[src/rtl/in_unit_fifo_route_if.sv]
// Router input-port link bundle.
// Groups the upstream valid/full link, the allocator request/grant side and the
// occupancy status of one input unit.
//   master : the environment (upstream router output + switch allocator)
//   slave  : the input unit itself
// Signals:
//   in_data/in_valid  flit from upstream (held stable while full=1)
//   full              backpressure to upstream
//   req_valid/req_dir head flit present and its one-hot route {local,y,x2,x1}
//   head_data         head flit to crossbar
//   grant             allocator grant, pops the head
//   count             occupancy 0..DEPTH
interface in_unit_fifo_route_if #(
  parameter int DATA_WIDTH = 32,
  parameter int PTR_W      = 2
);
  logic [DATA_WIDTH-1:0] in_data;
  logic                  in_valid;
  logic                  full;
  logic                  req_valid;
  logic [3:0]            req_dir;
  logic [DATA_WIDTH-1:0] head_data;
  logic                  grant;
  logic [PTR_W:0]        count;

  modport master (
    output in_data, in_valid, grant,
    input  full, req_valid, req_dir, head_data, count
  );

  modport slave (
    input  in_data, in_valid, grant,
    output full, req_valid, req_dir, head_data, count
  );
endinterface

[src/rtl/in_unit_fifo_route.sv]
// Router input-port stage: DEPTH-entry FIFO on a valid/full link with XY route
// computation on the head flit.
// Ports:
//   clk, rst_n : clock, asynchronous active-low reset
//   bus        : in_unit_fifo_route_if.slave (link, request/grant, count)
// Header fields: dest_x = flit[DATA_WIDTH-1:DATA_WIDTH-2], dest_y = flit[DATA_WIDTH-3].
module in_unit_fifo_route #(
  parameter int DATA_WIDTH = 32,
  parameter int DEPTH      = 4,
  parameter int PTR_W      = 2,
  parameter int X_ID       = 0,
  parameter int Y_ID       = 0
) (
  input  logic                    clk,
  input  logic                    rst_n,
  in_unit_fifo_route_if.slave     bus
);

  localparam logic [1:0]     MY_X    = 2'(X_ID);
  localparam logic           MY_Y    = 1'(Y_ID);
  localparam logic [PTR_W:0] CNT_MAX = (PTR_W+1)'(DEPTH);

  localparam logic [3:0] DIR_X1    = 4'b0001;
  localparam logic [3:0] DIR_X2    = 4'b0010;
  localparam logic [3:0] DIR_Y     = 4'b0100;
  localparam logic [3:0] DIR_LOCAL = 4'b1000;

  logic [DATA_WIDTH-1:0] mem [DEPTH];
  logic [PTR_W-1:0]      wr_ptr;
  logic [PTR_W-1:0]      rd_ptr;
  logic [PTR_W:0]        count;

  logic                  full;
  logic                  not_empty;
  logic                  push;
  logic                  pop;
  logic [DATA_WIDTH-1:0] head;
  logic [1:0]            dest_x;
  logic                  dest_y;
  logic [3:0]            dir;

  // full depends only on the registered count, so a pop never frees a slot
  // for a push in the same cycle.
  assign full      = (count == CNT_MAX);
  assign not_empty = (count != '0);
  assign push      = bus.in_valid & ~full;
  assign pop       = bus.grant & not_empty;

  always_ff @(posedge clk or negedge rst_n) begin
    if (!rst_n) begin
      wr_ptr <= '0;
      rd_ptr <= '0;
      count  <= '0;
    end else begin
      if (push) wr_ptr <= wr_ptr + 1'b1;
      if (pop)  rd_ptr <= rd_ptr + 1'b1;
      if (push && !pop)      count <= count + 1'b1;
      else if (pop && !push) count <= count - 1'b1;
    end
  end

  // Storage is intentionally left unreset; the empty-gate on head hides it.
  always_ff @(posedge clk) begin
    if (push) mem[wr_ptr] <= bus.in_data;
  end

  assign head   = not_empty ? mem[rd_ptr] : '0;
  assign dest_x = head[DATA_WIDTH-1 -: 2];
  assign dest_y = head[DATA_WIDTH-3];

  always_comb begin
    dir = 4'b0000;
    if (not_empty) begin
      if (dest_x < MY_X)      dir = DIR_X1;
      else if (dest_x > MY_X) dir = DIR_X2;
      else if (dest_y != MY_Y) dir = DIR_Y;
      else                    dir = DIR_LOCAL;
    end
  end

  assign bus.full      = full;
  assign bus.req_valid = not_empty;
  assign bus.req_dir   = dir;
  assign bus.head_data = head;
  assign bus.count     = count;

endmodule
[src/flat_wrapper.sv]
// flat-port wrapper written by rule: the top's interface ports become plain ports
module in_unit_fifo_route_flat 
#(
  parameter int DATA_WIDTH = 32,
  parameter int DEPTH      = 4,
  parameter int PTR_W      = 2,
  parameter int X_ID       = 0,
  parameter int Y_ID       = 0
)
  (clk, rst_n, bus_in_data, bus_in_valid, bus_grant, bus_full, bus_req_valid, bus_req_dir, bus_head_data, bus_count);
  in_unit_fifo_route_if #(.DATA_WIDTH(DATA_WIDTH), .PTR_W(PTR_W)) bus_i ();
  input  logic clk;
  input  logic rst_n;
  input wire logic [$bits(bus_i.in_data)-1:0] bus_in_data;
  input wire logic [$bits(bus_i.in_valid)-1:0] bus_in_valid;
  input wire logic [$bits(bus_i.grant)-1:0] bus_grant;
  output wire logic [$bits(bus_i.full)-1:0] bus_full;
  output wire logic [$bits(bus_i.req_valid)-1:0] bus_req_valid;
  output wire logic [$bits(bus_i.req_dir)-1:0] bus_req_dir;
  output wire logic [$bits(bus_i.head_data)-1:0] bus_head_data;
  output wire logic [$bits(bus_i.count)-1:0] bus_count;
  assign bus_i.in_data = bus_in_data;
  assign bus_i.in_valid = bus_in_valid;
  assign bus_i.grant = bus_grant;
  assign bus_full = bus_i.full;
  assign bus_req_valid = bus_i.req_valid;
  assign bus_req_dir = bus_i.req_dir;
  assign bus_head_data = bus_i.head_data;
  assign bus_count = bus_i.count;
  in_unit_fifo_route #(.DATA_WIDTH(DATA_WIDTH), .DEPTH(DEPTH), .PTR_W(PTR_W), .X_ID(X_ID), .Y_ID(Y_ID)) u_core (.clk(clk), .rst_n(rst_n), .bus(bus_i));
endmodule
[config.mk]
export PLATFORM = sky130hd
export DESIGN_NAME = in_unit_fifo_route_flat
export DESIGN_NICKNAME = d
export VERILOG_FILES = /design/src/rtl/in_unit_fifo_route_if.sv /design/src/rtl/in_unit_fifo_route.sv /design/src/flat_wrapper.sv
export SDC_FILE = /design/constraint.sdc
export NUM_CORES = 1
export LEC_CHECK = 0
export CAP_MARGIN = 25
export CORE_ASPECT_RATIO = 0.9
export CORE_MARGIN = 2
export CORE_UTILIZATION = 55
export CTS_BUF_LIST = sky130_fd_sc_hd__clkbuf_2 sky130_fd_sc_hd__clkbuf_4 sky130_fd_sc_hd__clkbuf_8
export CTS_CLUSTER_DIAMETER = 150
export DETAILED_ROUTE_END_ITERATION = 16
export PLACE_DENSITY = 0.85
export REMOVE_ABC_BUFFERS = 1
export SLEW_MARGIN = 20
export SYNTH_ARGS = -nofsm -noshare
export SYNTH_HDL_FRONTEND = slang
export SYNTH_SLANG_ARGS = --single-unit
[constraint.sdc]
create_clock -name clk -period 2.3 [get_ports clk]
set_input_delay 0.46 -clock clk [delete_from_list [all_inputs] [get_ports clk]]
set_output_delay 0.46 -clock clk [all_outputs]
set_load 0.02 [all_outputs]
==> results of run 1 <==
## per-layer routing
layer	global-route usage (%)	part of all wire, %	vias to the layer above
met5	0	0	-
met4	7.99	0.97	0
met3	5.66	5.8	10
met2	34.6	52	113
met1	28.3	42	1382
li1	-	-	1199
## flip-flops by register name, indices dropped and copies added, names as in the netlist
name	flops
u_core.bus.count	3
u_core.rd_ptr	2
u_core.mem	128
u_core.wr_ptr	2
## area by class of cell
type / instances / share of cell area, %
Tap cell: 122 / 2.18
Clock buffer: 17 / 3.33
Clock inverter: 14 / 3.51
Multi-Input combinational cell: 93 / 17.4
Timing Repair Buffer: 109 / 16.1
Inverter: 4 / 0.214
Sequential cell: 135 / 57.3
## cells by family after synthesis
group                      Yosys count  share of synthesized area (%)
xor gates and xnor gates             6                          0.997
adders and majority gates            6                           1.57
buffers and inverters               18                           1.66
DFF                                135                           76.2
muxes                               34                           14.1
other                                1                         0.0711
and+or+nand+nor                     46                           5.39
## placed cells by master (no fill, tap or decap), types with 4 or more instances in the layout
cell,netlist,layout
clkbuf_8,0,17
ha_1,5,4
clkinv_4,0,4
xnor2_1,4,4
buf_12,0,11
edfxtp_1,128,128
and2_1,36,18
bufinv_16,0,6
and2_4,0,14
buf_2,4,16
dfrtp_1,7,5
clkdlybuf4s50_1,0,38
and2_2,0,4
buf_4,2,22
buf_6,1,17
mux4_2,32,32
## worst min-delay path by stage
stage / to / slack, ps / cells after the start
2_1_floorplan: u_core.bus.count[0] / 160 / 0
3_3_place_gp: u_core.bus.count[2] / 540 / 2
3_5_place_dp: u_core.bus.count[2] / 560 / 2
4_1_cts: u_core.bus.count[2] / 280 / 1
5_1_grt: u_core.bus.count[0] / 300 / 1
6_report: u_core.bus.count[2] / 300 / 1
## stage by stage
stage               std cells  TNS, ps
finish                    494    -5120
floorplan                 232   -17840
global route              494    -6930
global placement          451    -2210
detailed placement        451    -2520
CTS                       491    -5700
## critical path, cell delays in order, from the launching register on
cell and delay, ps:
dfrtp_2 400, buf_12 130, mux4_2 500, or2_4 280, nor3b_2 180, buf_4 170
## power breakdown
part | internal, mW | total, mW | switching [mW]
clock network | 1.41 | 2.33 | 0.919
registers | 3.26 | 3.42 | 0.158
logic | 2.42 | 4.60 | 2.18
## what timing repair did
item	in CTS	in global routing
resized for setup	181	28
cloned	1	1
setup buffers	8	3
pin swaps	9	6
endpoints found under the setup margin	37	35
==> results.py, run 1 <==
metrics = {
    "cts": {
        "postCtsHoldBufs": 0,
        "htreeDepth": 4,
        "cts-root-buf": "clkbuf_8",
        "path_clk_slew_ps": 70,
        "clock_latency_ps": 430,
        "clock_path_buffers": 2,
        "numCtsBuffers": 17,
        "clock-sinks": 135,
        "cts_tree": "yes",
    },
    "floorplanning": {
        "dieArea_um2": 10400,
        "num_rows": 33,
        "die-width_um": 107,
        "io_pins": 77,
        "start_util_pct": 57.3,
        "core_area_um2": 9210,
        "dieHeight_um": 96.9,
    },
    "global_route": {
        "track_usage_pct": 21.4,
        "grt_pass1_vias": 2915,
        "grt-ovfl-total": 0,
        "grt_pass1_wl_um": 15900,
        "grt_max_degree": 22,
        "antenna_found_initial": 0,
    },
    "logic_synthesis": {
        "synth_most_common_cell": "edfxtp_1",
        "ys.flop_type": "edfxtp_1",
        "synth-edff-count": 128,
        "synthDominantCellAreaShare_pct": 72.9,
        "netlist_top_cells_count": "128 x edfxtp_1, 36 x and2_1, 32 x mux4_2",
        "avgSynthCellArea_um2": 21.4,
        "netlist_instances": 246,
        "synth_area_um2": 5270,
        "synthArstFlopShare_pct": 5.19,
        "ys_ff_latch": 135,
        "synth-seq-area-share_pct": 76.2,
        "netlist_top_cells_area": "edfxtp_1 73%, mux4_2 14%, and2_1 4.3%",
        "synth_top_area_cell": "edfxtp_1",
        "synth_cell_type_count": 23,
        "yosys_warnings": 0,
    },
    "layout": {
        "final_area_um2": 7020,
        "final_net_count": 402,
        "regArea_um2": 4020,
        "multi_input_area_um2": 1220,
        "drive_above_1_share_pct": 43.3,
        "post-route-util_pct": 76.2,
        "layout-area-overhead-vs-synth_pct": 33.1,
        "fillers": 502,
        "n_antenna_cell": 0,
    },
    "timing": {
        "whs_ps": 296,
        "fmax_ghz": 0.392,
        "setup_ws_ps": -249,
        "clock_skew_ps": 10.1,
        "rsz0062_at_grt": "yes",
        "finalHoldViolCount": 0,
        "post-route-min-period_ps": 2550,
        "period_share_pct": 111,
        "setup_viol": 33,
        "slew_violations": 0,
    },
    "drt": {
        "wl_per_cell_um": 21.7,
        "via_per_inst": 5.47,
        "drtPass1Iterations": 4,
        "drt_iter0_drc": 171,
        "drc": 0,
        "dr_total_vias": 2704,
        "routed_wl_um": 10700,
        "ant_nets": 0,
    },
    "worst_setup_path": {
        "cp_data_arrival_time_ps": 2090,
        "rrSetupSlack_ps": 120,
        "timing.rr.end": "u_core.bus.count[2]",
        "required_ps": 1840,
        "cp-end-kind": "primary output",
        "cp-startpoint": "u_core.rd_ptr[0]",
        "rr_worst_depth": 9,
        "crit_path_max_fanout": 5,
        "critPathKind": "flip-flop to primary output",
        "reg2reg_from": "u_core.bus.count[1]",
        "endpoint": "bus_req_dir[3]",
        "setup.worst_path.start_class": "flip-flop",
    },
    "flow_run": {
        "maxCapViolCount": 0,
    },
    "power": {
        "peakVddDrop_uv": 863,
        "power.density_nw_per_um2": 1470,
        "leakage_nw": 2.51,
        "power_mw": 10.3,
    },
    "place": {
        "gp_congestion": 0.750,
        "pre_cts_ws_ps": -220,
        "dp_hpwl_um": 6320,
        "port_buffers": 75,
        "placed_cell_area_um2": 6360,
    },
    "min_path": {
        "min_path_type": "input pin to asynchronous set/reset pin",
    },
    "run_status": {
        "violations": "setup timing",
        "status": "complete, but fails checks",
    },
}
No activity file was read; power rests on OpenSTA's default activity.
==> run 2, diff against run 1 <==
--- a/config.mk
+++ b/config.mk
@@ -8,11 +8,11 @@
 export CAP_MARGIN = 25
 export CORE_ASPECT_RATIO = 0.9
 export CORE_MARGIN = 2
-export CORE_UTILIZATION = 55
+export CORE_UTILIZATION = 56
 export CTS_BUF_LIST = sky130_fd_sc_hd__clkbuf_2 sky130_fd_sc_hd__clkbuf_4 sky130_fd_sc_hd__clkbuf_8
 export CTS_CLUSTER_DIAMETER = 150
 export DETAILED_ROUTE_END_ITERATION = 16
-export PLACE_DENSITY = 0.85
+export PLACE_DENSITY = 0.86
 export REMOVE_ABC_BUFFERS = 1
 export SLEW_MARGIN = 20
 export SYNTH_ARGS = -nofsm -noshare
==> run 2 against run 1 <==
The flow still finishes with violations (setup timing). Via count shrank 0.78%. Setup slack gained 29 ps. Cell area shrank 1.6%. Critical endpoint unchanged. Worst hold slack gained 4.8 ps. Power shrank 2.4%. Largest cell class unchanged. Die area shrank 1.7%. Register-to-register slack gained 40 ps. Sequential cell count is the same. Critical path type unchanged. Final cell count shrank 0.40%.
==> results.py, run 2 (synthesis gave the netlist of run 1 again) <==
metrics = {
    "floorplanning": {
        "start_util_pct": 57.8,
        "core_area_um2": 9130,
        "dieHeight_um": 96.1,
        "die-width_um": 106,
        "num_rows": 33,
        "dieArea_um2": 10200,
        "io_pins": 77,
    },
    "worst_setup_path": {
        "critPathKind": "flip-flop to primary output",
        "timing.rr.end": "u_core.bus.count[2]",
        "crit_path_max_fanout": 3,
        "setup.worst_path.start_class": "flip-flop",
        "reg2reg_from": "u_core.bus.count[1]",
        "rrSetupSlack_ps": 160,
        "cp-end-kind": "primary output",
        "required_ps": 1840,
        "cp-startpoint": "u_core.rd_ptr[0]",
        "endpoint": "bus_req_dir[3]",
        "cp_data_arrival_time_ps": 2060,
        "rr_worst_depth": 9,
    },
    "timing": {
        "tns_ps": -4390,
        "period_share_pct": 110,
        "finalHoldViolCount": 0,
        "slew_violations": 0,
        "fmax_ghz": 0.397,
        "setup_ws_ps": -220,
        "setup_viol": 33,
        "rsz0062_at_grt": "yes",
        "whs_ps": 301,
        "post-route-min-period_ps": 2520,
        "clock_skew_ps": 18.4,
    },
    "run_status": {
        "violations": "setup timing",
        "status": "complete, but fails checks",
    },
    "drt": {
        "drtPass1Iterations": 4,
        "drt_iter0_drc": 179,
        "wl_per_cell_um": 21.3,
        "routed_wl_um": 10500,
        "ant_nets": 0,
        "via_per_inst": 5.45,
        "drc": 0,
        "dr_total_vias": 2683,
    },
    "layout": {
        "largest_register": "u_core.mem",
        "layout_commonest_cell": "edfxtp_1",
        "final_area_um2": 6910,
        "final_net_count": 399,
        "reg_top3": "u_core.mem (128), u_core.bus.count (3)",
        "layout-area-overhead-vs-synth_pct": 31.0,
        "post-route-util_pct": 75.7,
        "drive_above_1_share_pct": 42.2,
        "final_cell_mix": "128 x edfxtp_1, 38 x clkdlybuf4s50_1, 32 x mux4_2, 32 x buf_4, 21 x and2_1",
        "n_antenna_cell": 0,
        "largest_reg_flops": 128,
    },
    "flow_run": {
        "maxCapViolCount": 0,
    },
    "global_route": {
        "grt_max_degree": 28,
        "track_usage_pct": 21.9,
        "grt_pass1_vias": 2837,
        "antenna_found_initial": 0,
        "grt_pass1_wl_um": 15500,
        "grt-ovfl-total": 0,
    },
    "cts": {
        "clock_path_buffers": 2,
        "path_clk_slew_ps": 70,
        "clock-sinks": 135,
        "cts_tree": "yes",
        "htreeDepth": 4,
        "clock_latency_ps": 440,
        "numCtsBuffers": 17,
        "cts-root-buf": "clkbuf_8",
    },
    "power": {
        "leakage_nw": 2.46,
        "power.density_nw_per_um2": 1460,
        "peakVddDrop_uv": 836,
    },
    "place": {
        "port_buffers": 75,
        "gp_congestion": 0.698,
        "placed_cell_area_um2": 6340,
        "dp_hpwl_um": 6190,
    },
    "min_path": {
        "min_path_type": "input pin to asynchronous set/reset pin",
    },
}
[run 2: worst min path at each step]
stage                               end  slack, ps  depth (start not counted)
global placement    u_core.bus.count[2]        550                          2
finish                 u_core.wr_ptr[1]        300                          1
detailed placement  u_core.bus.count[2]        550                          2
CTS                 u_core.bus.count[1]        300                          1
floorplan           u_core.bus.count[0]        160                          0
global route        u_core.bus.count[2]        310                          1
[run 2: power breakdown]
group / switching (mW) / internal (mW)
logic: 2.16 / 2.21
registers: 0.151 / 3.26
clock network: 0.912 / 1.41
[run 2: final cells by class]
cell class                      count  area, um^2
Sequential cell                   135        4020
Fill cell                         508        2220
Multi-Input combinational cell     93        1230
Timing Repair Buffer              106        1010
Clock inverter                     15         249
Clock buffer                       17         234
Tap cell                          122         153
Inverter                            4        15.0
[run 2: worst max-delay path, cell delays in order, from the launching register on]
cell	delay (ps)
dfrtp_2	380
buf_4	130
mux4_2	520
or2_4	260
nor3b_2	170
buf_4	170
[run 2: timing repair]
| item | CTS | global route |
|---|---|---|
| endpoints found under the setup margin | 37 | 37 |
| resized for setup | 181 | 10 |
| hold buffers | 0 | 0 |
| pin swaps | 7 | 1 |
| setup buffers | 8 | 0 |
| cloned | 2 | 1 |
[run 2: layer usage]
layer,part of all wire (%),GRT usage [%],vias to the layer above
li1,-,-,1202
met1,38,25.8,1373
met2,54,38.7,98
met3,6.5,7.18,10
met4,1.0,6.80,0
met5,0,0,-
[run 2: metrics by stage]
stage | power, mW | setup slack (ps) | std cells
4_1_cts | 10.1 | -251 | 492
6_report | 10.1 | -220 | 492
3_5_place_dp | 7.60 | -294 | 451
3_3_place_gp | 7.48 | -213 | 451
2_1_floorplan | 5.71 | -850 | 232
5_1_grt | 10.5 | -284 | 492
